`src/rtl/sha256_axi4_lite_master.sv`:
```
// AXI4-Lite initiator for the SHA-256 register slave: writes each 512-bit block and CTRL, polls done, then reads the digest.
// Latency: 17 writes + START_GAP + polls per block (+8 reads on the last). blk_ready is low while busy; the digest is held until dig_ready.
module sha256_axi4_lite_master #(
  parameter int ADDR_WIDTH = 5,
  parameter int DATA_WIDTH = 32,
  parameter int START_GAP  = 4,
  parameter int POLL_LIMIT = 1024
) (
  input  logic                  ACLK,
  input  logic                  ARESETn,
  input  logic                  blk_valid,
  output logic                  blk_ready,
  input  logic [511:0]          blk_data,
  input  logic                  blk_last,
  output logic                  dig_valid,
  input  logic                  dig_ready,
  output logic [255:0]          dig_data,
  output logic                  err,
  output logic                  busy,
  output logic                  AWVALID,
  input  logic                  AWREADY,
  output logic [ADDR_WIDTH-1:0] AWADDR,
  output logic                  WVALID,
  input  logic                  WREADY,
  output logic [DATA_WIDTH-1:0] WDATA,
  input  logic                  BVALID,
  output logic                  BREADY,
  input  logic [1:0]            BRESP,
  output logic                  ARVALID,
  input  logic                  ARREADY,
  output logic [ADDR_WIDTH-1:0] ARADDR,
  input  logic                  RVALID,
  output logic                  RREADY,
  input  logic [DATA_WIDTH-1:0] RDATA,
  input  logic [1:0]            RRESP
);

  localparam int PW = $clog2(POLL_LIMIT + 1);
  localparam logic [ADDR_WIDTH-1:0] CTRL_ADDR = ADDR_WIDTH'(16);
  localparam logic [ADDR_WIDTH-1:0] DIG_ADDR  = ADDR_WIDTH'(17);

  typedef enum logic [3:0] {
    IDLE, WR_MSG, WR_CTRL, GAP, POLL_AR, POLL_R, RD_AR, RD_R, OUT, ERR
  } state_t;

  state_t                  state_q;
  logic [511:0]            msg_q;
  logic                    last_q;
  logic [3:0]              widx_q;
  logic [2:0]              didx_q;
  logic [3:0]              gap_q;
  logic [PW-1:0]           poll_q;
  logic                    awvalid_q, wvalid_q, bready_q, arvalid_q, rready_q;
  logic [ADDR_WIDTH-1:0]   awaddr_q, araddr_q;
  logic [DATA_WIDTH-1:0]   wdata_q;
  logic                    blk_ready_q, dig_valid_q, err_q;
  logic [255:0]            dig_q;
  logic                    aw_pend, w_pend;

  // A channel stays pending until its own handshake; AW and W complete independently.
  assign aw_pend = awvalid_q & ~AWREADY;
  assign w_pend  = wvalid_q & ~WREADY;

  always_ff @(posedge ACLK or negedge ARESETn) begin
    if (!ARESETn) begin
      state_q     <= IDLE;
      msg_q       <= '0;
      last_q      <= 1'b0;
      widx_q      <= '0;
      didx_q      <= '0;
      gap_q       <= '0;
      poll_q      <= '0;
      awvalid_q   <= 1'b0;
      wvalid_q    <= 1'b0;
      bready_q    <= 1'b0;
      arvalid_q   <= 1'b0;
      rready_q    <= 1'b0;
      awaddr_q    <= '0;
      araddr_q    <= '0;
      wdata_q     <= '0;
      blk_ready_q <= 1'b0;
      dig_valid_q <= 1'b0;
      dig_q       <= '0;
      err_q       <= 1'b0;
    end else begin
      case (state_q)
        IDLE: begin
          if (blk_ready_q && blk_valid) begin
            blk_ready_q <= 1'b0;
            msg_q       <= blk_data;
            last_q      <= blk_last;
            widx_q      <= '0;
            awaddr_q    <= '0;
            wdata_q     <= blk_data[511:480];
            awvalid_q   <= 1'b1;
            wvalid_q    <= 1'b1;
            state_q     <= WR_MSG;
          end else begin
            blk_ready_q <= 1'b1;
          end
        end
        WR_MSG, WR_CTRL: begin
          if (!bready_q) begin
            awvalid_q <= aw_pend;
            wvalid_q  <= w_pend;
            if (!aw_pend && !w_pend) bready_q <= 1'b1;
          end else if (BVALID) begin
            bready_q <= 1'b0;
            if (BRESP != 2'b00) begin
              state_q <= ERR;
              err_q   <= 1'b1;
            end else if (state_q == WR_CTRL) begin
              gap_q   <= 4'(START_GAP);
              poll_q  <= '0;
              state_q <= GAP;
            end else if (widx_q == 4'd15) begin
              awaddr_q  <= CTRL_ADDR;
              wdata_q   <= {{(DATA_WIDTH-2){1'b0}}, 1'b1, last_q};
              awvalid_q <= 1'b1;
              wvalid_q  <= 1'b1;
              state_q   <= WR_CTRL;
            end else begin
              // The block register shifts so the next word is always at the top.
              widx_q    <= widx_q + 4'd1;
              msg_q     <= {msg_q[479:0], 32'b0};
              awaddr_q  <= awaddr_q + ADDR_WIDTH'(1);
              wdata_q   <= msg_q[479:448];
              awvalid_q <= 1'b1;
              wvalid_q  <= 1'b1;
            end
          end
        end
        GAP: begin
          if (gap_q <= 4'd1) begin
            araddr_q  <= CTRL_ADDR;
            arvalid_q <= 1'b1;
            state_q   <= POLL_AR;
          end else begin
            gap_q <= gap_q - 4'd1;
          end
        end
        POLL_AR, RD_AR: begin
          if (ARREADY) begin
            arvalid_q <= 1'b0;
            rready_q  <= 1'b1;
            state_q   <= (state_q == POLL_AR) ? POLL_R : RD_R;
          end
        end
        POLL_R: begin
          if (RVALID) begin
            rready_q <= 1'b0;
            if (RRESP != 2'b00 || (!RDATA[2] && poll_q == PW'(POLL_LIMIT - 1))) begin
              state_q <= ERR;
              err_q   <= 1'b1;
            end else if (RDATA[2]) begin
              if (last_q) begin
                didx_q    <= '0;
                araddr_q  <= DIG_ADDR;
                arvalid_q <= 1'b1;
                state_q   <= RD_AR;
              end else begin
                state_q <= IDLE;
              end
            end else begin
              poll_q    <= poll_q + PW'(1);
              arvalid_q <= 1'b1;
              state_q   <= POLL_AR;
            end
          end
        end
        RD_R: begin
          if (RVALID) begin
            rready_q <= 1'b0;
            if (RRESP != 2'b00) begin
              state_q <= ERR;
              err_q   <= 1'b1;
            end else begin
              // H0 is read first and ends up in the top slice after eight shifts.
              dig_q <= {dig_q[223:0], RDATA};
              if (didx_q == 3'd7) begin
                dig_valid_q <= 1'b1;
                state_q     <= OUT;
              end else begin
                didx_q    <= didx_q + 3'd1;
                araddr_q  <= araddr_q + ADDR_WIDTH'(1);
                arvalid_q <= 1'b1;
                state_q   <= RD_AR;
              end
            end
          end
        end
        OUT: begin
          if (dig_ready) begin
            dig_valid_q <= 1'b0;
            state_q     <= IDLE;
          end
        end
        ERR: begin
          err_q       <= 1'b1;
          awvalid_q   <= 1'b0;
          wvalid_q    <= 1'b0;
          bready_q    <= 1'b0;
          arvalid_q   <= 1'b0;
          rready_q    <= 1'b0;
          blk_ready_q <= 1'b0;
          dig_valid_q <= 1'b0;
        end
        default: state_q <= IDLE;
      endcase
    end
  end

  assign blk_ready = blk_ready_q;
  assign dig_valid = dig_valid_q;
  assign dig_data  = dig_q;
  assign err       = err_q;
  assign busy      = (state_q != IDLE);
  assign AWVALID   = awvalid_q;
  assign AWADDR    = awaddr_q;
  assign WVALID    = wvalid_q;
  assign WDATA     = wdata_q;
  assign BREADY    = bready_q;
  assign ARVALID   = arvalid_q;
  assign ARADDR    = araddr_q;
  assign RREADY    = rready_q;

endmodule

```
`config.mk`:
```
export PLATFORM = sky130hd
export DESIGN_NAME = sha256_axi4_lite_master
export DESIGN_NICKNAME = d
export VERILOG_FILES = /design/src/rtl/sha256_axi4_lite_master.sv
export SDC_FILE = /design/constraint.sdc
export NUM_CORES = 2
export LEC_CHECK = 0
export BUFFER_PORTS_ARGS = -buffer_cell sky130_fd_sc_hd__buf_2
export CAP_MARGIN = 20
export CELL_PAD_IN_SITES_DETAIL_PLACEMENT = 1
export CELL_PAD_IN_SITES_GLOBAL_PLACEMENT = 2
export CORE_MARGIN = 3
export CORE_UTILIZATION = 29
export DETAILED_ROUTE_END_ITERATION = 10
export GPL_TIMING_DRIVEN = 0
export PLACE_DENSITY_LB_ADDON = 0.25
export SYNTH_ARGS = -nofsm -noshare
export SYNTH_HDL_FRONTEND = slang
export SYNTH_SLANG_ARGS = --single-unit
```
`constraint.sdc`:
```
create_clock -name ACLK -period 1.9 [get_ports ACLK]
set_input_delay 0.095 -clock ACLK [delete_from_list [all_inputs] [get_ports ACLK]]
set_output_delay 0.095 -clock ACLK [all_outputs]
set_load 0.01 [all_outputs]
```
## After elaboration in Yosys (flattened, before gate mapping)

Index checks and enable logic that the tools add are counted.

- Add/subtract/negate cells: 6
- Multiply operators: 0
- Divide/modulo/power cells: 0
- Magnitude comparators: 1
- Eq/ne operators: 41
- Shift-type cells: 0
- Multiplexer cells: 117
- Bitwise operators: 6
- Reductions and logical operators: 40

Operator list:

| kind | count |
|---|---|
| 480-bit 2-to-1 mux | 6 |
| 480-bit one-hot mux with 2 select lines | 1 |
| 32-bit 2-to-1 mux | 6 |
| 4-bit 2-to-1 mux | 26 |
| 11-bit 2-to-1 mux | 7 |
| 5-bit 2-to-1 mux | 14 |
| 32-bit one-hot mux with 2 select lines | 1 |
| 2-bit != test, second input constant | 23 |
| 1-bit 2-to-1 mux | 32 |
| 4-bit one-hot mux with 8 select lines | 1 |
| 3-bit 2-to-1 mux | 8 |
| 8-bit AND reduction | 3 |
| 11-bit one-hot mux with 2 select lines | 1 |
| 9-bit AND reduction | 2 |
| 4-bit by 3-bit == test with 1-bit output, second input constant | 4 |
| 4-bit one-hot mux with 2 select lines | 2 |
| 2-bit nonzero test | 8 |
| 5-bit one-hot mux with 3 select lines | 1 |
| 4-bit == test, second input constant | 3 |
| 3-bit != test, second input constant | 4 |
| 1-bit one-hot mux with 3 select lines | 4 |
| 6-bit AND reduction | 2 |
| 3-bit nonzero test | 4 |
| 11-bit by 1-bit adder with 11-bit output, second input constant | 1 |
| 31 further kinds | 47 |

- Flip-flop bits (word level): 813
- Bits in latches: 0
- Memory bits (writable): 0
- Bits in read-only memories: 0
- Logic and storage cells: 230
- Memories: 0

## Longest topological paths before layout

- Depth after elaboration: 7
- Gate-level depth with buffers: 8
- Depth with buffers taken out: 7

## Least setup slack after synthesis

Ideal clock, no wire load.

- Path kind: reg-to-reg
- Start: register widx_q[0]
- End: register msg_q[196]
- Library setup time: 141 ps
- Arrival time: 1,921 ps
- Required time: 1,759 ps
- Path slack: -162 ps
- Cell stages (with the launch flop): 8
- Path buffers: 3
- Clock period less this slack: 2,062 ps
- Cell sequence: dfrtp_1 > ha_1 > and3_1 > clkbuf_1 > a221oi_2 > clkbuf_1 > clkbuf_1 > a31oi_1

- Longest elaborated chain between the ends: 3

Ends and longest elaborated chain:

| what | line | source |
|---|---|---|
| from (decl) | 49 | `logic [3:0] widx_q;` |
| from (signal assigned) | 124 | `widx_q <= widx_q + 4'd1;` |
| 4-bit == test | 116 | `end else if (widx_q == 4'd15) begin` |
| 2-bit != test (no line) | n/a |  |
| 7-bit AND reduction (no line) | n/a |  |
| to (signal assigned) | 90 | `msg_q <= blk_data;` |
| to (signal assigned) | 125 | `msg_q <= {msg_q[479:0], 32'b0};` |
| to (decl) | 47 | `logic [511:0] msg_q;` |

No other way between the ends.
A chain may end at the register's enable or synchronous reset.

## Worst setup path after layout

- Start: register state_q[1]
- End: register poll_q[4]

- Longest elaborated chain between the ends: 4
- Elaborated cells on any way between the ends: 14

Ends and longest elaborated chain:

| what | line | source |
|---|---|---|
| from (decl) | 46 | `state_t state_q;` |
| from (signal assigned) | 146 | `state_q <= (state_q == POLL_AR) ? POLL_R : RD_R;` |
| 4-bit by 2-bit == test with 1-bit output / 4-bit by 1-bit == test with 1-bit output (equally long branches) | 86, 112 |  |
| 2-bit OR reduction | 86 | `case (state_q)` |
| 2-bit != test (no line) / 2-bit nonzero test (equally long branches) | n/a |  |
| 8-bit AND reduction (no line) | n/a |  |
| to (signal assigned) | 165 | `poll_q <= poll_q + PW'(1);` |
| to (decl) | 52 | `logic [PW-1:0] poll_q;` |

Several ways; a longest one is shown, not always the timed one.

==> metrics.yaml <==
dr.pass1.iters: 5
end_kind: "flip-flop"
grt_util_all_layers: 0.2548
final_core_util: 0.4379
peakVddDrop_mv: 0.7443
max_slew_margin: 0.4896
drive_above_1_share: 0.3055
worstSkewPairLatency_ns: 0.69
postSynthCellCount: 3537
ys_seq_area_frac: 0.5875
critPathKind: "flip-flop to flip-flop"
grt_max_degree: 110
first_iter_violations: 1538
avgViaCountPerCell: 4.867
leakage_nw: 26.35
worstPathRequired_ns: 2.50
period_minus_slack_ns: 2.240
port_buffers: 864
synth-edff-count: 0
syn_area_um2: 34630
ff2ff_path_depth: 7
dp_hpwl_um: 122400
layout.filler_cells: 13430
mostFrequentLayoutCells: "nand2_1, buf_2, dfrtp_1"
hold_viol: 309
die_h_um: 351.6
pin_count: 865
setup_viol: 805
holdWs_ns: -0.2457
h-tree-depth: 3
cts_sinks: 813
violations: "hold timing, setup timing"
avgSynthCellArea_um2: 9.791
grt_pass1_wl_um: 234700
reg2reg_from: "state_q[1]$_DFFE_PN0P_"
cts_tree: "done"
powerDensity_nw_per_um2: 744.5
synth_ff_type: "dfrtp_1"
clock-root-buffer: "clkbuf_16"
ys_async_sr_fraction: 1.000
finClkSkew_ns: 0.03258
fin_area_um2: 51770
start_kind: "flip-flop"
max_cap_violations: 0
place_area_um2: 41410
yosysWarningCount: 0
synthDistinctLibCells: 56
wl_per_cell_um: 24.01
synth_fp_nets: 4103
ys_ff_latch: 813
critical_path.max_fanout: 10
dieArea_um2: 123600
vias: 32840
ctsLongestPathBuffers: 3
core-area_um2: 118200
grt_overflow: 0
worst_slew_pin_slew_ns: 0.7632
place_ws_ns: -1.531
layout.nets: 5660
grt_pass1_vias: 36010
status: "finished with violations"
layout_setup_ws_ns: -0.3400
max_freq_ghz: 0.4464
drt-total-wl_um: 162000
antenna_found_initial: 57
clk_pin_slew_ns: 0.06
fp.dieW_um: 351.6
final.setup.tns_ns: -197.31
rows: 126
rsz0062_at_grt: "true"
drv_slew: 0
fin_crit_sh: 1.179
place_congestion: 0.8595
hold_path_class: "input pin to asynchronous set/reset pin"
r2r-end: "poll_q[4]$_DFFE_PN0P_"
crit_arrival_ns: 2.84
area_growth_pct: 49.51
final_common_cell: "nand2_1"
start_util: 0.2929
r2r_slack_ns: -0.34
cts_buffers: 95
drc: 0
ant_nets: 0
==> stage by stage <==
stage,hold WS (ns),power (W),cells
after floorplan,-0.2006,0.01787,3537
after global placement,0.2917,0.01909,5937
after detailed placement,0.06225,0.01913,5948
after CTS,-0.4893,0.03893,6694
after global routing,-0.2488,0.03987,6723
final,-0.2457,0.03855,6747
==> logic make-up (layout without fill, tap and decap cells) <==
group,count (synthesis),count (layout),share of synthesized area
other,0,45,0
xor gates and xnor gates,1,1,0.0002530
buffers and inverters,276,1905,0.03432
AOI/OAI and AO/OA,613,613,0.1140
muxes,260,260,0.08444
and+or+nand+nor,1566,1566,0.1766
adders and majority gates,8,8,0.002891
DFF,813,813,0.5875
==> power by group <==
part           switching [W]  total (W)  internal [W]
Combinational        0.00118    0.00252       0.00134
Clock                0.00782     0.0187        0.0109
Sequential        0.00000773     0.0173        0.0173
Total                0.00901     0.0385        0.0295
==> flip-flops by register name, summed over array words and instances (netlist names), 3 cells and up <==
name      count
didx_q        3
gap_q         4
poll_q       11
msg_q       480
ARADDR        5
dig_data    256
widx_q        4
WDATA        32
state_q       4
AWADDR        5
==> cells in the mapped netlist, types with 2 or more instances <==
cell type / count / area [µm²]
a21oi_1: 24 / 120.1
nand4_1: 6 / 37.54
a22o_1: 33 / 289.0
o2bb2ai_1: 3 / 26.28
nor2_1: 494 / 1854
nor3_1: 3 / 15.01
and3_1: 7 / 43.79
dfrtp_1: 813 / 20340
nor2b_1: 3 / 18.77
inv_1: 14 / 52.55
clkbuf_1: 135 / 506.7
or3_1: 8 / 50.05
o211a_1: 2 / 20.02
and2_1: 2 / 12.51
or4_1: 7 / 52.55
mux2i_1: 3 / 30.03
a211oi_1: 4 / 30.03
a31oi_1: 481 / 3009
mux2_2: 257 / 2894
o221a_2: 3 / 33.78
o31ai_1: 10 / 75.07
nand2_1: 966 / 3626
nand3_1: 51 / 255.2
buf_2: 122 / 610.6
o22ai_1: 2 / 12.51
ha_1: 8 / 100.1
a21o_1: 4 / 30.03
buf_1: 5 / 18.77
or2_2: 4 / 25.02
nand2b_1: 4 / 25.02
nand3b_1: 4 / 30.03
o21ai_0: 31 / 155.2
==> layout make-up <==
type	instances	area, µm²	share of cell area
multi-input cells	2448	13280	0.2565
flip-flops and latches	813	20350	0.3930
clock inverters	28	370.4	0.007153
well taps	1536	1922	0.03712
diodes	45	112.6	0.002175
repair buffers	1463	10690	0.2065
plain buffers	259	2205	0.04258
inverters	14	56.30	0.001087
clock buffers	141	2790	0.05389
==> worst max-delay path by stage <==
stage	slack, ns	start	cells past startpoint	end
after floorplan	-0.03	state_q[3]$_DFFE_PN0P_	7	msg_q[197]$_DFFE_PN0P_
after global placement	-17.98	ARESETn	1	msg_q[111]$_DFFE_PN0P_
after detailed placement	-1.53	state_q[0]$_DFFE_PN0P_	8	msg_q[33]$_DFFE_PN0P_
after CTS	-0.31	state_q[0]$_DFFE_PN0P_	11	msg_q[355]$_DFFE_PN0P_
after global routing	-0.45	state_q[0]$_DFFE_PN0P_	12	msg_q[310]$_DFFE_PN0P_
final	-0.34	state_q[1]$_DFFE_PN0P_	7	poll_q[4]$_DFFE_PN0P_
==> repair_timing <==
action / in CTS / in global routing
hold buffers: 562 / 2
pin swaps: 7 / 4
resized for setup: 261 / 52
setup endpoints to repair: 813 / 813
hold endpoints to repair: 881 / 94
setup buffers: 14 / 5
gates cloned: 4 / 2
==> layer usage <==
metal	track usage	share of wire	wire length, µm
met1	0.3116	0.42	67660
met2	0.4431	0.49	79970
met3	0.04902	0.045	7355
met4	0.09870	0.042	6847
met5	0	0.00098	159
==> worst max-delay path, stage by stage, from the launching register on <==
cell	delay [ns]
dfrtp_2	0.46
nand2b_4	0.19
buf_4	0.14
a21boi_1	0.40
o2bb2ai_2	0.21
clkbuf_2	0.25
or3_1	0.37
a21oi_1	0.14
No activity file was read; power rests on OpenSTA's default activity.
